[config.mk]
export PLATFORM = sky130hd
export DESIGN_NAME = enc_quad_cursor
export DESIGN_NICKNAME = d
export VERILOG_FILES = /design/src/rtl/enc_pkg.sv /design/src/rtl/enc_debounce.sv /design/src/rtl/enc_quad_cursor.sv
export SDC_FILE = /design/constraint.sdc
export NUM_CORES = 1
export LEC_CHECK = 0
export BUFFER_PORTS_ARGS = -buffer_cell sky130_fd_sc_hd__buf_4
export CORE_ASPECT_RATIO = 1.4
export CORE_MARGIN = 2
export CORE_UTILIZATION = 46
export CTS_BUF_LIST = sky130_fd_sc_hd__clkbuf_2 sky130_fd_sc_hd__clkbuf_4 sky130_fd_sc_hd__clkbuf_8
export DETAILED_ROUTE_END_ITERATION = 16
export RECOVER_POWER = 25
export SETUP_SLACK_MARGIN = 0.1
export SLEW_MARGIN = 10
export SYNTH_ARGS = -nofsm -noshare
export SYNTH_HDL_FRONTEND = slang
export SYNTH_SLANG_ARGS = --single-unit
[constraint.sdc]
create_clock -name clk -period 6.2 [get_ports clk]
set_input_delay 1.24 -clock clk [delete_from_list [all_inputs] [get_ports clk]]
set_output_delay 1.24 -clock clk [all_outputs]
set_load 0.005 [all_outputs]
[src/rtl/enc_pkg.sv]
`default_nettype none
// ============================================================================
// Module      : enc_pkg
// Description : Shared constants and helpers for the quadrature encoder
//               front end: detent phase, clockwise phase order, and the
//               direction encodings reported on the dir output.
// Revision    : 1.0 - initial release
// ============================================================================
package enc_pkg;

    // Rest position of the encoder between detents (both phases high)
    localparam logic [1:0] PH_DETENT = 2'b11;

    // Clockwise phase order starting from the detent: 11 -> 01 -> 00 -> 10
    localparam logic [1:0] CW_ORDER [4] = '{2'b11, 2'b01, 2'b00, 2'b10};

    typedef enum logic [1:0] {
        DIR_NONE = 2'b00,
        DIR_UP   = 2'b01,
        DIR_DOWN = 2'b10
    } dir_e;

    // Position of an AB phase within the clockwise cycle (0..3)
    function automatic logic [1:0] ph_idx(input logic [1:0] ph);
        logic [1:0] idx;
        idx = 2'd0;
        for (int i = 0; i < 4; i++) begin
            if (CW_ORDER[i] == ph) begin
                idx = 2'(i);
            end
        end
        return idx;
    endfunction

endpackage : enc_pkg
`default_nettype wire

[src/rtl/enc_debounce.sv]
`default_nettype none
// ============================================================================
// Module      : enc_debounce
// Description : Two-flop synchroniser followed by a stability filter. The
//               filtered output only follows the synchronised input after it
//               has disagreed for DEBOUNCE consecutive cycles.
// Revision    : 1.0 - initial release
// ============================================================================
module enc_debounce #(
    parameter int   DEBOUNCE = 50000,
    parameter logic RST_VAL  = 1'b1
) (
    input  logic clk,
    input  logic rst,
    input  logic i_raw,
    output logic o_filt
);

    localparam int             CNT_W      = (DEBOUNCE > 2) ? $clog2(DEBOUNCE) : 1;
    localparam logic [CNT_W-1:0] C_CNT_LAST = CNT_W'(DEBOUNCE - 1);

    logic [1:0]       r_sync;
    logic             r_filt;
    logic [CNT_W-1:0] r_cnt;

    // Synchronise the raw pin and count consecutive cycles of disagreement
    always_ff @(posedge clk) begin
        if (rst) begin
            r_sync <= {RST_VAL, RST_VAL};
            r_filt <= RST_VAL;
            r_cnt  <= '0;
        end else begin
            r_sync <= {r_sync[0], i_raw};
            if (r_sync[1] != r_filt) begin
                if (r_cnt == C_CNT_LAST) begin
                    r_filt <= r_sync[1];
                    r_cnt  <= '0;
                end else begin
                    r_cnt <= r_cnt + 1'b1;
                end
            end else begin
                r_cnt <= '0;
            end
        end
    end

    assign o_filt = r_filt;

endmodule : enc_debounce
`default_nettype wire

[src/rtl/enc_quad_cursor.sv]
`default_nettype none
// ============================================================================
// Module      : enc_quad_cursor
// Description : Quadrature rotary-encoder front end. Debounces A/B/switch,
//               decodes full detent steps and maintains a bounded 8-bit
//               position (saturating or wrapping), with button centring.
// Revision    : 1.0 - initial release
// ============================================================================
module enc_quad_cursor
    import enc_pkg::*;
#(
    parameter int MAX_POS       = 159,
    parameter int WRAP          = 0,
    parameter int DEBOUNCE      = 50000,
    parameter int CENTER_ON_BTN = 1
) (
    input  logic       clk,
    input  logic       rst,
    input  logic       enc_a,
    input  logic       enc_b,
    input  logic       enc_sw,
    output logic [7:0] pos,
    output logic [1:0] dir,
    output logic       step,
    output logic       btn,
    output logic       err
);

    localparam logic [7:0] C_MAX    = 8'(MAX_POS);
    localparam logic [7:0] C_CENTER = 8'(MAX_POS / 2);

    logic w_a, w_b, w_sw;

    enc_debounce #(.DEBOUNCE(DEBOUNCE), .RST_VAL(1'b1)) u_db_a (
        .clk(clk), .rst(rst), .i_raw(enc_a), .o_filt(w_a)
    );
    enc_debounce #(.DEBOUNCE(DEBOUNCE), .RST_VAL(1'b1)) u_db_b (
        .clk(clk), .rst(rst), .i_raw(enc_b), .o_filt(w_b)
    );
    enc_debounce #(.DEBOUNCE(DEBOUNCE), .RST_VAL(1'b0)) u_db_sw (
        .clk(clk), .rst(rst), .i_raw(enc_sw), .o_filt(w_sw)
    );

    logic [1:0]        r_ab_ref;
    logic              r_sw_prev;
    logic signed [2:0] r_acc;
    logic [7:0]        r_pos;
    dir_e              r_dir;
    logic              r_step, r_btn, r_err;

    logic [1:0]        w_ab, w_idx_diff;
    logic              w_cw, w_ccw, w_bad, w_detent, w_up, w_dn, w_btn_rise;
    logic signed [3:0] w_delta, w_acc_sum;
    logic [8:0]        w_pos_inc, w_pos_dec;
    logic [7:0]        w_pos_next;

    // Classify the filtered phase change and resolve detents. The sum is one
    // bit wider than the accumulator because the final transition into the
    // detent reaches +/-4, which never needs to be stored.
    always_comb begin
        w_ab       = {w_a, w_b};
        w_idx_diff = ph_idx(w_ab) - ph_idx(r_ab_ref);
        w_cw       = (w_idx_diff == 2'd1);
        w_ccw      = (w_idx_diff == 2'd3);
        w_bad      = (w_idx_diff == 2'd2);
        w_delta    = w_cw ? 4'sd1 : (w_ccw ? -4'sd1 : 4'sd0);
        w_acc_sum  = $signed({r_acc[2], r_acc}) + w_delta;
        w_detent   = (w_cw || w_ccw) && (w_ab == PH_DETENT);
        w_up       = w_detent && (w_acc_sum == 4'sd4);
        w_dn       = w_detent && (w_acc_sum == -4'sd4);
        w_btn_rise = w_sw && !r_sw_prev;
    end

    // Next position: bounded step, then a button load overrides it
    always_comb begin
        w_pos_inc  = {1'b0, r_pos} + 9'd1;
        w_pos_dec  = {1'b0, r_pos} - 9'd1;
        w_pos_next = r_pos;
        if (w_up) begin
            if (r_pos == C_MAX) begin
                w_pos_next = (WRAP != 0) ? 8'd0 : r_pos;
            end else begin
                w_pos_next = w_pos_inc[7:0];
            end
        end else if (w_dn) begin
            if (r_pos == 8'd0) begin
                w_pos_next = (WRAP != 0) ? C_MAX : r_pos;
            end else begin
                w_pos_next = w_pos_dec[7:0];
            end
        end
        if (w_btn_rise && (CENTER_ON_BTN != 0)) begin
            w_pos_next = C_CENTER;
        end
    end

    // Phase reference, sub-step accumulator, position and output pulses
    always_ff @(posedge clk) begin
        if (rst) begin
            r_ab_ref  <= PH_DETENT;
            r_sw_prev <= 1'b0;
            r_acc     <= '0;
            r_pos     <= '0;
            r_dir     <= DIR_NONE;
            r_step    <= 1'b0;
            r_btn     <= 1'b0;
            r_err     <= 1'b0;
        end else begin
            r_ab_ref  <= w_ab;
            r_sw_prev <= w_sw;
            r_err     <= w_bad;
            r_step    <= w_up || w_dn;
            r_btn     <= w_btn_rise;
            r_pos     <= w_pos_next;
            if (w_up) begin
                r_dir <= DIR_UP;
            end else if (w_dn) begin
                r_dir <= DIR_DOWN;
            end
            if (w_bad || w_detent) begin
                r_acc <= '0;
            end else if (w_cw || w_ccw) begin
                r_acc <= w_acc_sum[2:0];
            end
        end
    end

    assign pos  = r_pos;
    assign dir  = r_dir;
    assign step = r_step;
    assign btn  = r_btn;
    assign err  = r_err;

endmodule : enc_quad_cursor
`default_nettype wire

Word-level counts from Yosys, hierarchy flattened. Index checks and enable logic that the tools add are counted.

Bits in registers: 76. Input bits: 5. Output and inout port bits: 13. Logic and storage cells: 89.

Add/sub/neg operators: 7. Equal/unequal tests: 21. Muxes and demuxes: 15. Bitwise gates (word level): 3. Reduce and logical (&&, ||, !) cells: 24.

Operators by type and width (count): adder 16 x 1 -> 16 bit (second input constant) (3); == test 16 bit (second input constant) (3); two-way mux 8 bit (4); OR reduction 3 bit (3); adder 8 x 1 -> 8 bit (second input constant) (1); == test 8 bit (second input constant) (1); logical NOT 8 bit (1); two-way mux 2 bit (4); two-way mux 4 bit (2); subtractor 8 x 1 -> 8 bit (second input constant) (1); two-way mux 7 bit (1); == test 2 bit (second input constant) (3); inequality test 3 bit (second input constant) (2); AND reduction 2 bit (3); AND reduction 3 bit (2); OR reduction 2 bit (3); adder 3 x 4 -> 4 bit (1); == test 1 x 2 -> 1 bit (first input constant) (2); == test 2 bit (first input constant) (2); == test 4 x 3 -> 1 bit (second input constant) (1); == test 4 bit (second input constant) (1); logical AND 1 bit (4); logical NOT 2 bit (2); two-way mux 1 bit (4); other kinds (9) (16).

Logic depth before layout (Yosys ltp).
Word-level depth: 14. Gate-level depth with buffers: 20. Mapped depth without buffers: 20.

By module. Synthesis repeated with hierarchy kept, for this count alone.

Cells, all modules: 414. Area, all modules: 3732.3 µm².

By module, submodules not included: enc_debounce at u_db_a ... (times used 2, cells each 88, area an instance 807.0 µm², sequential area each 380.4 µm²); enc_quad_cursor (times used 1, cells each 151, area an instance 1271.2 µm², sequential area each 380.4 µm²); enc_debounce at u_db_sw (times used 1, cells each 87, area an instance 847.1 µm², sequential area each 380.4 µm²).

Worst setup path before layout. No wires, ideal clock.

Path type: register to register. From: register u_db_a.r_filt (netlist: u_db_a.o_filt). To: register r_pos[7] (netlist: pos[7]). Library setup time: 79 ps. Arrival time: 4367 ps. Required time: 6121 ps. Path slack: 1754 ps. Stages on the path, launching flop included: 18. Buffers on the path: 0. Period minus slack after synthesis: 4446 ps. Cell sequence: dfxtp_1 > inv_1 > ha_1 > inv_1 > ha_1 > xnor3_1 > nor2_1 > xor2_1 > ha_1 > nor4b_1 > nand2_1 > ha_1 > a21oi_1 > o21ai_0 > a2111oi_0 > nor3_1 > or4_1 > o211ai_1.

Longest elaborated chain between the ends: 13. Elaborated cells on any way between the ends: 24. Classes of those cells: 2 x add/sub; 9 x eq/ne; 6 x mux; 7 x reduce/logical.

Ends and longest elaborated chain: start, declared (RTL line enc_debounce.sv:23) `logic r_filt;`; start signal, assigned (RTL line enc_debounce.sv:36) `r_filt <= r_sync[1];`; == test 1 x 2 -> 1 bit (RTL line enc_pkg.sv:28) `if (CW_ORDER[i] == ph) begin`; two-way mux 1 bit (RTL line enc_pkg.sv:28); two-way mux 2 bit (RTL line enc_pkg.sv:28); two-way mux 2 bit (*) (RTL line enc_pkg.sv:28); subtractor 2 bit (*) (RTL line enc_quad_cursor.sv:62) `w_idx_diff = ph_idx(w_ab) - ph_idx(r_ab_ref);`; == test 2 bit (RTL line enc_quad_cursor.sv:64) `w_ccw = (w_idx_diff == 2'd3);`; two-way mux 4 bit (RTL line enc_quad_cursor.sv:66) `w_delta = w_cw ? 4'sd1 : (w_ccw ? -4'sd1 : 4'sd0);`; two-way mux 4 bit (*) (RTL line enc_quad_cursor.sv:66); adder 3 x 4 -> 4 bit (*) (RTL line enc_quad_cursor.sv:67) `w_acc_sum = $signed({r_acc[2], r_acc}) + w_delta;`; net w_acc_sum[1] (RTL line enc_quad_cursor.sv:53) `logic signed [3:0] w_delta, w_acc_sum;`; == test 4 bit / == test 4 x 3 -> 1 bit (equally long branches) (RTL line enc_quad_cursor.sv:69, enc_quad_cursor.sv:70); logical AND 1 bit, on equally long branches (RTL line enc_quad_cursor.sv:69, enc_quad_cursor.sv:70); inequality test 2 bit (no source line) / nonzero test 2 bit (equally long branches); AND reduction 3 bit (no source line); end signal, assigned (RTL line enc_quad_cursor.sv:114) `r_pos <= w_pos_next;`; end, declared (RTL line enc_quad_cursor.sv:47) `logic [7:0] r_pos;`.

Mark *: on every way through the listed nets, which the timed path passes. The rest lies on a longest branch. A chain may end at the register's enable or synchronous reset.

Final worst setup path. Ends and elaborated chain as after synthesis.

==> out/metrics.csv <==
metric;value;unit
initial antenna violation count;0;
Layout Nets;452;
clk_lat worst skew;0.36;ns
placed cell area;3900;µm²
Post-DRT Antenna Nets;0;
final worst path period share;80.9;%
GP Congestion;0.833;
CTS tree;built;
Die Area;8840;µm²
root buffer cell;clkbuf_8;
final setup fails;0;
register bit count reported by yosys;76;
Post-synth EDFFs;0;
synth unique cells;53;
Die H;110;µm
crit end category;flop;
peak supply drop;154;µV
cts repair resizes;0;
setup TNS;0;ns
Post-Syn Instances;413;
syn_area_per_cell;9.01;µm²
ratio of cells with drive above 1 in the final layout;10.6;%
Synth Flop Type;dfxtp_1;
Chip Width;80.0;µm
async set-reset flop share out of synthesis;0;%
post-layout min period;5.02;ns
DR vias/cell;5.28;
CP Data Arrival Time;5.30;ns
GRT Util Overall;16.8;%
hold path startpoint;u_db_a.r_sync[0]$_SDFF_PP1_;
Clock Pin Slew Worst Setup and Hold Paths;0.08;ns
IO buf count;17;
switching share of total power;23.8;%
Routed WL;6.91;mm
number of global-route vias before repair;2675;
fmax;199;MHz
via count;2821;
CTS sink count;76;
Detailed Routing Iterations Pass 1;4;
Worst slew margin;33.0;%
CP max FO;7;
startpoint types;flop;
ANT cells;0;
Starting Density;47.7;%
CORE AREA;7800;µm²
Finished Cell Area;4080;µm²
R2R setup slack;1.18;ns
# hold bufs at CTS;0;
dpl hpwl;4.95;mm
Layout Utilization;52.3;%
Worst Hold Endpoint;u_db_a.r_sync[1]$_SDFF_PP1_;
Leakage;1.64;nW
Ys Warns;0;
Post-CTS Setup Bufs;0;
Worst Tran Pin Value;1.01;ns
Power Density;210;nW/µm²
worst r2r src;u_db_a.o_filt$_SDFFE_PP1P_;
# rows;38;
area delta synth->final;9.68;%
status;completed;
Syn Std Cell Area;3720;µm²
Clock Skews;0.00916;ns
Switch Pwr;0.204;mW
sequential share of power;57.3;%
most frequent cells in the layout;dfxtp_1, nor2_1, xor2_1;
DRC violations left;0;
Setup CP Type;reg2reg;
largest net degree at the start of global routing;25;
Worst Reg-to-Reg Cells;17;
commonest non-fill, non-tap cell in the layout;dfxtp_1;
Synth area leaders;dfxtp_1, xor2_1, nor2_1;
first-pass GRT wire length;11.9;mm
post-synthesis sequential area ratio;40.9;%
drt wl/cell;12.9;µm
P_int;0.653;mW
final max-slew violation count;0;
syn_nets;436;
total grt overflow;0;
Num CTS Buffers;9;
worst reg2reg endpoint;pos[7]$_SDFFE_PP0P_;
Worst Hold Class;reg2reg;
Yosys top cell area share;40.9;%
Max Cap Viol;0;
area leader, netlist;dfxtp_1;
initial DRC count;142;
clock power share;41.4;%
Hold Path Depth;1;
final hold violations;0;
CTS Buffer Depth;2;
Clock H-tree levels;3;
required time of the worst setup path;6.49;ns
Combinational Power Share;1.3;%
RSZ-0062 raised after global routing;false;
# IOs;18;
final cells by class:
class	count	area, µm²
clock inverter	6	47.5
multi-input combinational	314	2080
inverter	11	41.3
timing repair buffer	17	124
clock buffer	10	138
tap	100	125
fill	746	3720
sequential	76	1520
metal layers:
layer	wire, µm	global-route usage [%]	vias to the layer above	part of all wire (%)
met5	0	0	-	0
met4	135	8.25	0	2.0
met3	243	3.84	9	3.5
met2	3370	27.2	49	49
met1	3160	20.7	1312	46
li1	-	-	1451	-
registers in the layout, summed over array words and instances (netlist names), 2 cells and up:
signal / cells
u_db_sw.r_cnt: 16
dir: 2
u_db_b.r_sync: 2
u_db_a.r_sync: 2
r_acc: 3
pos: 8
r_ab_ref: 2
u_db_a.r_cnt: 16
u_db_b.r_cnt: 16
u_db_sw.r_sync: 2
worst max-delay path by stage:
stage                                from             endpoint  slack, ns  depth (start not counted)
4_1_cts        u_db_a.o_filt$_SDFFE_PP1P_  pos[7]$_SDFFE_PP0P_       1.19                         17
5_1_grt        u_db_a.o_filt$_SDFFE_PP1P_  pos[7]$_SDFFE_PP0P_       0.74                         17
6_report       u_db_a.o_filt$_SDFFE_PP1P_  pos[7]$_SDFFE_PP0P_       1.18                         17
3_3_place_gp   u_db_a.o_filt$_SDFFE_PP1P_  pos[7]$_SDFFE_PP0P_       1.39                         17
3_5_place_dp   u_db_a.o_filt$_SDFFE_PP1P_  pos[7]$_SDFFE_PP0P_       1.23                         17
2_1_floorplan  u_db_a.o_filt$_SDFFE_PP1P_  pos[7]$_SDFFE_PP0P_       1.75                         17
cells in the mapped netlist, types with 2 or more instances:
| cell type | count |
|---|---|
| a21oi_1 | 14 |
| and2_1 | 3 |
| and3_1 | 14 |
| clkbuf_1 | 8 |
| clkbuf_8 | 2 |
| dfxtp_1 | 76 |
| ha_1 | 17 |
| inv_1 | 11 |
| mux2i_1 | 9 |
| nand2_1 | 28 |
| nand2b_1 | 4 |
| nand3_1 | 16 |
| nand4_1 | 7 |
| nand4b_1 | 2 |
| nor2_1 | 70 |
| nor2b_1 | 4 |
| nor3_1 | 9 |
| nor3b_1 | 4 |
| nor4_1 | 7 |
| nor4b_1 | 3 |
| o211ai_1 | 2 |
| o21ai_0 | 9 |
| o21bai_1 | 4 |
| or2_2 | 5 |
| or3_1 | 5 |
| or4_1 | 4 |
| xnor2_1 | 18 |
| xor2_1 | 33 |
logic make-up after synthesis:
logic type	share of synthesized area [%]
AND/OR/NAND/NOR	26.8
flip-flops	40.9
XOR/XNOR	13.0
AO/OA/AOI/OAI	6.86
buffers and inverters	3.09
adder cells (fa/ha/maj)	6.25
multiplexers	3.03
worst max-delay path, stage by stage, from the launching register on:
cell and delay [ns]:
dfxtp_1 0.42, inv_1 0.08, ha_1 0.29, inv_1 0.06, ha_1 0.17, xnor3_1 0.51, nor2_1 0.27, xor2_1 0.18
ha_1 0.28, nor4b_1 0.45, nand2_1 0.32, ha_1 0.35, a21oi_1 0.17, o21ai_0 0.12, a2111oi_0 0.43, nor3_1 0.17
or4_1 0.48, o211ai_1 0.17
power by group through the flow:
stage | logic, mW | registers, mW | clock network [mW]
global route | 0.0129 | 0.492 | 0.392
floorplan | 0.00776 | 0.502 | 0
finish | 0.0113 | 0.491 | 0.354
detailed placement | 0.0119 | 0.503 | 0
global placement | 0.0117 | 0.503 | 0
CTS | 0.0119 | 0.491 | 0.368
per-stage QoR:
step | setup slack, ns | instances | total power, mW | hold slack [ns]
detailed placement | 1.23 | 518 | 0.515 | 0.401
global placement | 1.39 | 518 | 0.514 | 0.405
global route | 0.739 | 534 | 0.897 | 0.431
floorplan | 1.75 | 413 | 0.510 | 0.389
CTS | 1.19 | 534 | 0.871 | 0.420
finish | 1.18 | 534 | 0.857 | 0.417
No activity file was read; power rests on OpenSTA's default activity.
